### src/rtl/sprite_line_engine.sv
// sprite_line_engine: multi-sprite scanline compositor into a ping-pong line buffer.
// Optional horizontal mirroring via attr bit 27 when SPRITE_FLIP_EN is defined.
module sprite_line_engine #(
    parameter int NUM_SPRITES = 8,
    parameter int LB_DEPTH    = 320,
    parameter int IDX_W       = (NUM_SPRITES > 1) ? $clog2(NUM_SPRITES) : 1
) (
    input  logic             i_Clk,
    input  logic             reset,
    input  logic             attr_write,
    input  logic [IDX_W-1:0] attr_index,
    input  logic [27:0]      attr_wr_data,
    input  logic             line_start,
    input  logic [9:0]       next_row,
    input  logic             rd_en,
    input  logic [9:0]       rd_x,
    output logic [1:0]       rd_pixel,
    output logic [5:0]       rom_sprite_num,
    output logic [2:0]       rom_row,
    output logic [2:0]       rom_col,
    input  logic [1:0]       rom_pixel,
    output logic             busy,
    output logic             overflow
);
    localparam int AW = (LB_DEPTH > 1) ? $clog2(LB_DEPTH) : 1;
    localparam logic [9:0] DEPTH = 10'(LB_DEPTH);
    localparam logic [AW-1:0] LAST = AW'(LB_DEPTH - 1);
    localparam logic [IDX_W-1:0] LAST_IDX = IDX_W'(NUM_SPRITES - 1);

    typedef enum logic [2:0] {CLEAR, IDLE, SCAN, FETCH, DRAIN} state_t;

    state_t           state;
    logic [27:0]      attr [NUM_SPRITES];
    logic [1:0]       lb [2][LB_DEPTH];
    logic             front;
    logic [9:0]       row;
    logic [IDX_W-1:0] idx;
    logic [2:0]       c;
    logic [8:0]       x_l;
    logic [AW-1:0]    cnt;
    logic             pend;
    logic [9:0]       pend_addr;
`ifdef SPRITE_FLIP_EN
    logic             flip;
`endif

    logic [27:0] cur;
    logic [9:0]  dy;
    logic [9:0]  ra;
    logic        hit;
    logic        rd_ok;
    logic        wr_ok;
    logic [2:0]  col;

    always_comb begin
        cur   = attr[idx];
        dy    = row - cur[19:10];
        hit   = cur[26] && dy[9:4] == 6'd0;
        ra    = {1'b0, rd_x[9:1]};
        rd_ok = ra < DEPTH;
        wr_ok = pend && rom_pixel != 2'd0 && pend_addr < DEPTH;
`ifdef SPRITE_FLIP_EN
        col   = flip ? ~c : c;
`else
        col   = c;
`endif
    end

    logic unused_bits;
`ifdef SPRITE_FLIP_EN
    assign unused_bits = ^{rd_x[0], cur[0], dy[0]};
`else
    assign unused_bits = ^{rd_x[0], cur[27], cur[0], dy[0]};
`endif

    // The display read clears the front bank; the render writes the back bank.
    always_ff @(posedge i_Clk) begin
        if (state == CLEAR) begin
            lb[0][cnt] <= 2'd0;
            lb[1][cnt] <= 2'd0;
        end
        if (rd_en && rd_ok) lb[front][ra[AW-1:0]] <= 2'd0;
        if (wr_ok) lb[~front][pend_addr[AW-1:0]] <= rom_pixel;
    end

    always_ff @(posedge i_Clk) begin
        if (reset) begin
            state          <= CLEAR;
            cnt            <= '0;
            busy           <= 1'b1;
            overflow       <= 1'b0;
            front          <= 1'b0;
            rd_pixel       <= 2'd0;
            rom_sprite_num <= 6'd0;
            rom_row        <= 3'd0;
            rom_col        <= 3'd0;
            pend           <= 1'b0;
            pend_addr      <= 10'd0;
            idx            <= '0;
            c              <= 3'd0;
            row            <= 10'd0;
            x_l            <= 9'd0;
`ifdef SPRITE_FLIP_EN
            flip           <= 1'b0;
`endif
            for (int k = 0; k < NUM_SPRITES; k++) attr[k] <= 28'd0;
        end else begin
            if (attr_write && attr_index <= LAST_IDX) attr[attr_index] <= attr_wr_data;
            // Bank contents are undefined until the clear sweep has finished.
            if (rd_en) rd_pixel <= (state == CLEAR || !rd_ok) ? 2'd0 : lb[front][ra[AW-1:0]];
            pend <= 1'b0;
            if (state != CLEAR && line_start) begin
                overflow <= overflow | (state != IDLE);
                row      <= next_row;
                front    <= ~front;
                idx      <= LAST_IDX;
                state    <= SCAN;
                busy     <= 1'b1;
            end else begin
                case (state)
                    CLEAR: begin
                        cnt <= cnt + 1'b1;
                        if (cnt == LAST) begin
                            state <= IDLE;
                            busy  <= 1'b0;
                        end
                    end
                    IDLE: ;
                    SCAN: begin
                        if (hit) begin
                            rom_sprite_num <= cur[25:20];
                            rom_row        <= dy[3:1];
                            x_l            <= cur[9:1];
`ifdef SPRITE_FLIP_EN
                            flip           <= cur[27];
`endif
                            c              <= 3'd0;
                            state          <= FETCH;
                        end else if (idx == '0) begin
                            state <= IDLE;
                            busy  <= 1'b0;
                        end else begin
                            idx <= idx - 1'b1;
                        end
                    end
                    FETCH: begin
                        rom_col   <= col;
                        c         <= c + 3'd1;
                        pend      <= 1'b1;
                        pend_addr <= {1'b0, x_l} + {7'd0, c};
                        if (c == 3'd7) state <= DRAIN;
                    end
                    DRAIN: begin
                        if (idx == '0) begin
                            state <= IDLE;
                            busy  <= 1'b0;
                        end else begin
                            idx   <= idx - 1'b1;
                            state <= SCAN;
                        end
                    end
                    default: state <= CLEAR;
                endcase
            end
        end
    end
endmodule

### config.mk
export PLATFORM = sky130hd
export DESIGN_NAME = sprite_line_engine
export DESIGN_NICKNAME = d
export VERILOG_FILES = /design/src/rtl/sprite_line_engine.sv
export SDC_FILE = /design/constraint.sdc
export NUM_CORES = 2
export LEC_CHECK = 0
export BUFFER_PORTS_ARGS = -buffer_cell sky130_fd_sc_hd__buf_2
export CAP_MARGIN = 20
export CELL_PAD_IN_SITES_DETAIL_PLACEMENT = 1
export CELL_PAD_IN_SITES_GLOBAL_PLACEMENT = 1
export CORE_MARGIN = 10
export CORE_UTILIZATION = 30
export DETAILED_ROUTE_END_ITERATION = 10
export GPL_TIMING_DRIVEN = 0
export PLACE_DENSITY_LB_ADDON = 0.1
export SLEW_MARGIN = 20
export SYNTH_ARGS = -nofsm -noshare
export SYNTH_HDL_FRONTEND = slang
export SYNTH_SLANG_ARGS = --single-unit
export TNS_END_PERCENT = 1
### constraint.sdc
create_clock -name i_Clk -period 6.1 [get_ports i_Clk]
set_input_delay 0.915 -clock i_Clk [delete_from_list [all_inputs] [get_ports i_Clk]]
set_output_delay 0.915 -clock i_Clk [all_outputs]
set_load 0.02 [all_outputs]
## Word-level counts from Yosys, hierarchy flattened

Memories as Yosys holds them, arrays and structs flattened. A register that Yosys moved wholly into a read port is not among the register bits.
Cells that the tools add are included.

- Flip-flop bits (word level): 65
- Memory bits (writable): 1,504
- Memories kept: 2

- $add $sub $neg: 5
- Order comparisons: 9
- Eq/ne operators: 17
- Multiplexer cells: 46
- Bitwise operators: 7
- Reduce and logical (&&, ||, !) cells: 29

Memories:

| name | depth | bits a word | rd ports | clocked after Yosys merged registers in | wr ports | RTL line | source |
|---|---|---|---|---|---|---|---|
| lb | 2 | 640 | 1 | 1 | 4 | 34 | `logic [1:0] lb [2][LB_DEPTH];` |
| attr | 8 | 28 | 1 | 1 | 8 | 33 | `logic [27:0] attr [NUM_SPRITES];` |

Operators with widths:

| cell | count |
|---|---|
| $mux 640 | 3 |
| $demux 2 s9 | 3 |
| $mux 3 | 11 |
| $ge 10x10->1 const B | 3 |
| $lt 10x1->1 const B | 3 |
| $not 9->10 | 3 |
| $mux 28 | 1 |
| $reduce_or 28->1 | 1 |
| $bmux 2 s9 | 1 |
| $mux 2 | 8 |
| $mux 1 | 15 |
| $pmux 3 s5 | 1 |
| $pmux 3 s2 | 2 |
| $add 9x3->10 | 1 |
| $lt 10x9->1 const B | 1 |
| $sub 10x10->10 | 1 |
| $add 9x1->9 const B | 1 |
| $eq 9x9->1 const B | 1 |
| $logic_and 1x1->1 | 9 |
| $lt 9x9->1 const B | 1 |
| $ne 3x3->1 const B | 3 |
| $reduce_and 3->1 | 3 |
| $reduce_bool 3->1 | 3 |
| $ne 2x2->1 const B | 4 |
| 20 further kinds | 30 |

## Depth between registers and ports, before layout

- Depth after elaboration: 8
- Depth in mapped cells: 16
- Depth with buffers taken out: 13

## Worst setup path after synthesis

No wires, ideal clock.

- Kind: register -> register
- Start point: register (tool-made name)
- End point: register x_l[1]
- Data arrival time: 4.530 ns
- Required time: 5.966 ns
- Setup slack: 1.435 ns
- Stages on the path, launching flop included: 17
- Period minus slack after synthesis: 4.665 ns
- Path through: dfxtp_1 buf_6 buf_2 buf_2 buf_1 mux4_2 mux2i_1 ha_1 o21a_1 nor2_1 nor3_1 or4_1 a211oi_4 nand4_2 buf_6 a211oi_1 a211oi_2

RTL lines:

| element | RTL line | source |
|---|---|---|
| to (signal assigned) | 133 | `x_l <= cur[9:1];` |
| to (decl) | 39 | `logic [8:0] x_l;` |

==> results.toml <==
[run_status]
status = "complete, but fails checks"
violations = "negative setup slack"

[clocking]
clk_latency_ps = 890
cts_tree = "done"
clockRootBuffer = "clkbuf_16"
clk_path_buf_depth = 3
numCtsBuffers = 188
h-tree-depth = 4
clkTransAtPathRegs_ps = 70
cts_sinks = 1557
cts_setup_buffers = 0

[route]
drt_wl_total_mm = 463
vias = 62900
drtIter0Drc = 10000
post_drt_via_cell_ratio = 6.39
drc = 0
wl_per_cell_um = 47.1
dr.pass1.iters = 6
ant_nets = 0

[critical_path]
critPathBufInv = 4
cp-end-kind = "flop"
crit_type = "flop to flop"
ff2ff_path_depth = 11
worst-path-stages = 11
cp_slowest_cell = "buf_2"
crit_family = "buffers and inverters"
required_ps = 6850
r2r_setup_slack_ps = -30
critical_path_peak_fanout = 10
max_stage_delay_ps = 1010
crit_top_cell = "buf_2"
reg2reg_to = "rd_pixel[0]$_SDFFE_PP0P_"
cp_data_arrival_time_ps = 6890
startpoint_type = "flop"
crit_chain = "buf_2, buf_2, buf_2, buf_2, mux4_2, a221oi_1, a31oi_1, nor3_1, o2111ai_1, nor3_1, o31ai_1"

[hold_path]
worstHoldPathCells = 3
holdCritStartpoint = "next_row[3]"
min_to = "row[3]$_SDFFE_PP0P_"
min_path_type = "input pin to flop"

[pwr]
power_frac_seq_pct = 40.3
ir_worst_vdd_uv = 295
finalPower_mw = 29.3
p_sw_mw = 9.39
p_leak_nw = 25.2
p_comb_share_pct = 20.8
swShare_pct = 32.0
p_int_mw = 19.9
clockPowerShare_pct = 38.8
powerDensity_mw_per_mm2 = 334

[logic_synthesis]
synth_fa_ha_area_share_pct = 0.367
synth.most_common_cell = "edfxtp_1"
syn_area_per_cell_um2 = 12.6
yosysTopAreaCellShare_pct = 59.0
synth_cell_types = 66
syn_area_mm2 = 0.0758
synthMuxAreaShare_pct = 12.3
ys_seq_area_share_pct = 60.8
synth-simple-area-share_pct = 12.6
synth-xor-area-share_pct = 0.231
synth_compound_area_share_pct = 9.89
synth_seq_cells = 1557
synthArstFlopShare_pct = 0
yosysTopAreaCell = "edfxtp_1"
synth_nets = 6081
synthCells = 6002
synth_commonest_cells = "edfxtp_1, nor2_1, o221ai_1"
synthTopCellsByArea = "edfxtp_1, mux4_2, o221ai_1"
synth_edf_count = 1488
synth_top_family_by_area = "simple AND/OR/NAND/NOR gates"
yosysWarnings = 0
synth-main-ff-cell = "edfxtp_1"

[floorplanning]
coreArea_mm2 = 0.251
rows = 184
die_h_um = 523
die-area_mm2 = 0.273
initial_core_util_pct = 30.1
chipWidth_um = 523
ios = 74

[global_route]
grt_max_degree = 27
track_usage_pct = 32.9
antenna_found_initial = 39
grt_pass1_wl_mm = 596
overflow = 0
grt_pass1_vias = 60100

[sta]
fmax_ghz = 0.163
hold-worst-slack_ps = 272
hold_violations = 0
max_slew.worst_pin.slew_ps = 1480
worst_slack_ps = -31.3
fin_skew_ps = 37.3
drv_slew = 0
fin_crit_ps = 6130
finalSetupViolations = 1
slew-limit-headroom_pct = 1.46
rsz0062_at_grt = "no"
fin_crit_sh_pct = 101

[final_layout]
fin_util_pct = 34.9
area_growth_pct = 15.8
layout.nets = 6403
design_area_mm2 = 0.0878
drive_gt1_share_pct = 15.6
fillers = 26800

[placement]
dpl_cell_area_mm2 = 0.0817
gp_congestion = 1.01
post-place-ws_ps = -1400
hpwl_mm = 356
portBuffers = 67

[job]
cap_violations = 0
-- worst reg2reg max path, cell delays in order (launching register included) --
cell and delay (ps):
dfxtp_1 310, buf_2 140, buf_2 720, buf_2 830
buf_2 1040, mux4_2 650, a221oi_1 870, a31oi_1 590
nor3_1 320, o2111ai_1 220, nor3_1 220, o31ai_1 100
-- state kept, by name, indices dropped and copies added (netlist names), 6 cells and up, named ones only --
name	flops
x_l	9
cnt	9
lb	1280
rom_sprite_num	6
row	10
attr	208
pend_addr	10
-- power groups by stage --
stage / Sequential (mW) / Combinational (mW) / Clock (mW)
CTS: 11.8 / 5.91 / 11.4
detailed placement: 12.0 / 5.90 / 0
global route: 11.8 / 6.13 / 11.8
global placement: 12.0 / 5.77 / 0
floorplan: 12.0 / 2.99 / 0
finish: 11.8 / 6.11 / 11.4
-- worst max-delay path by stage --
stage	from	endpoint	slack [ps]
after floorplan	flop	x_l[1]$_SDFFE_PP0P_	1440
after global placement	rd_x[2]	rd_pixel[0]$_SDFFE_PP0P_	-2290
after detailed placement	flop	x_l[1]$_SDFFE_PP0P_	-1400
after CTS	flop	x_l[1]$_SDFFE_PP0P_	60
after global routing	flop	x_l[1]$_SDFFE_PP0P_	60
final	flop	rd_pixel[0]$_SDFFE_PP0P_	-30
-- kinds of logic after synthesis --
logic type | count (synthesis)
simple gates | 2292
fa+ha+maj | 21
mux | 461
flops | 1557
buf+inv | 754
compound gates | 897
xor+xnor | 20
-- layer usage --
metal | vias up | global-route usage, % | wire (um)
li1 | 23600 | - | -
met1 | 33500 | 43.0 | 180000
met2 | 4678 | 48.8 | 199000
met3 | 1072 | 9.98 | 54300
met4 | 32 | 17.9 | 29900
met5 | - | 0 | 210
-- placed cells by master (no fill, tap or decap), types with 43 or more instances in the layout --
cell,count
edfxtp_1,1488
nor2_1,1395
o221ai_1,644
nand2_1,516
clkbuf_1,483
mux4_2,375
and2_1,215
clkbuf_16,188
buf_2,118
buf_1,117
clkbuf_2,114
mux2i_1,70
dfxtp_1,69
a22oi_1,58
clkinv_1,44
a21oi_1,43
-- what timing repair did --
action	in CTS	in global routing
hold buffers	0	0
gates resized for setup	6	2
endpoints found under the setup margin	31	2
-- metrics by stage --
stage,TNS (ps),std cells
3_3_place_gp,-1747480,9417
3_5_place_dp,-18670,9478
6_report,-31.3,9841
2_1_floorplan,0,6002
4_1_cts,0,9823
5_1_grt,0,9830
-- final cells by class --
type | count | area (um^2) | area share [%]
clock inverters | 107 | 1070 | 1.22
multi-input cells | 3691 | 26900 | 30.7
plain buffers | 732 | 3030 | 3.45
flip-flops and latches | 1557 | 46100 | 52.5
diodes | 13 | 32.5 | 0.0371
inverters | 21 | 78.8 | 0.0898
clock buffers | 239 | 4910 | 5.59
repair buffers | 133 | 1470 | 1.68
well taps | 3348 | 4190 | 4.77
No activity file was read; power rests on OpenSTA's default activity.
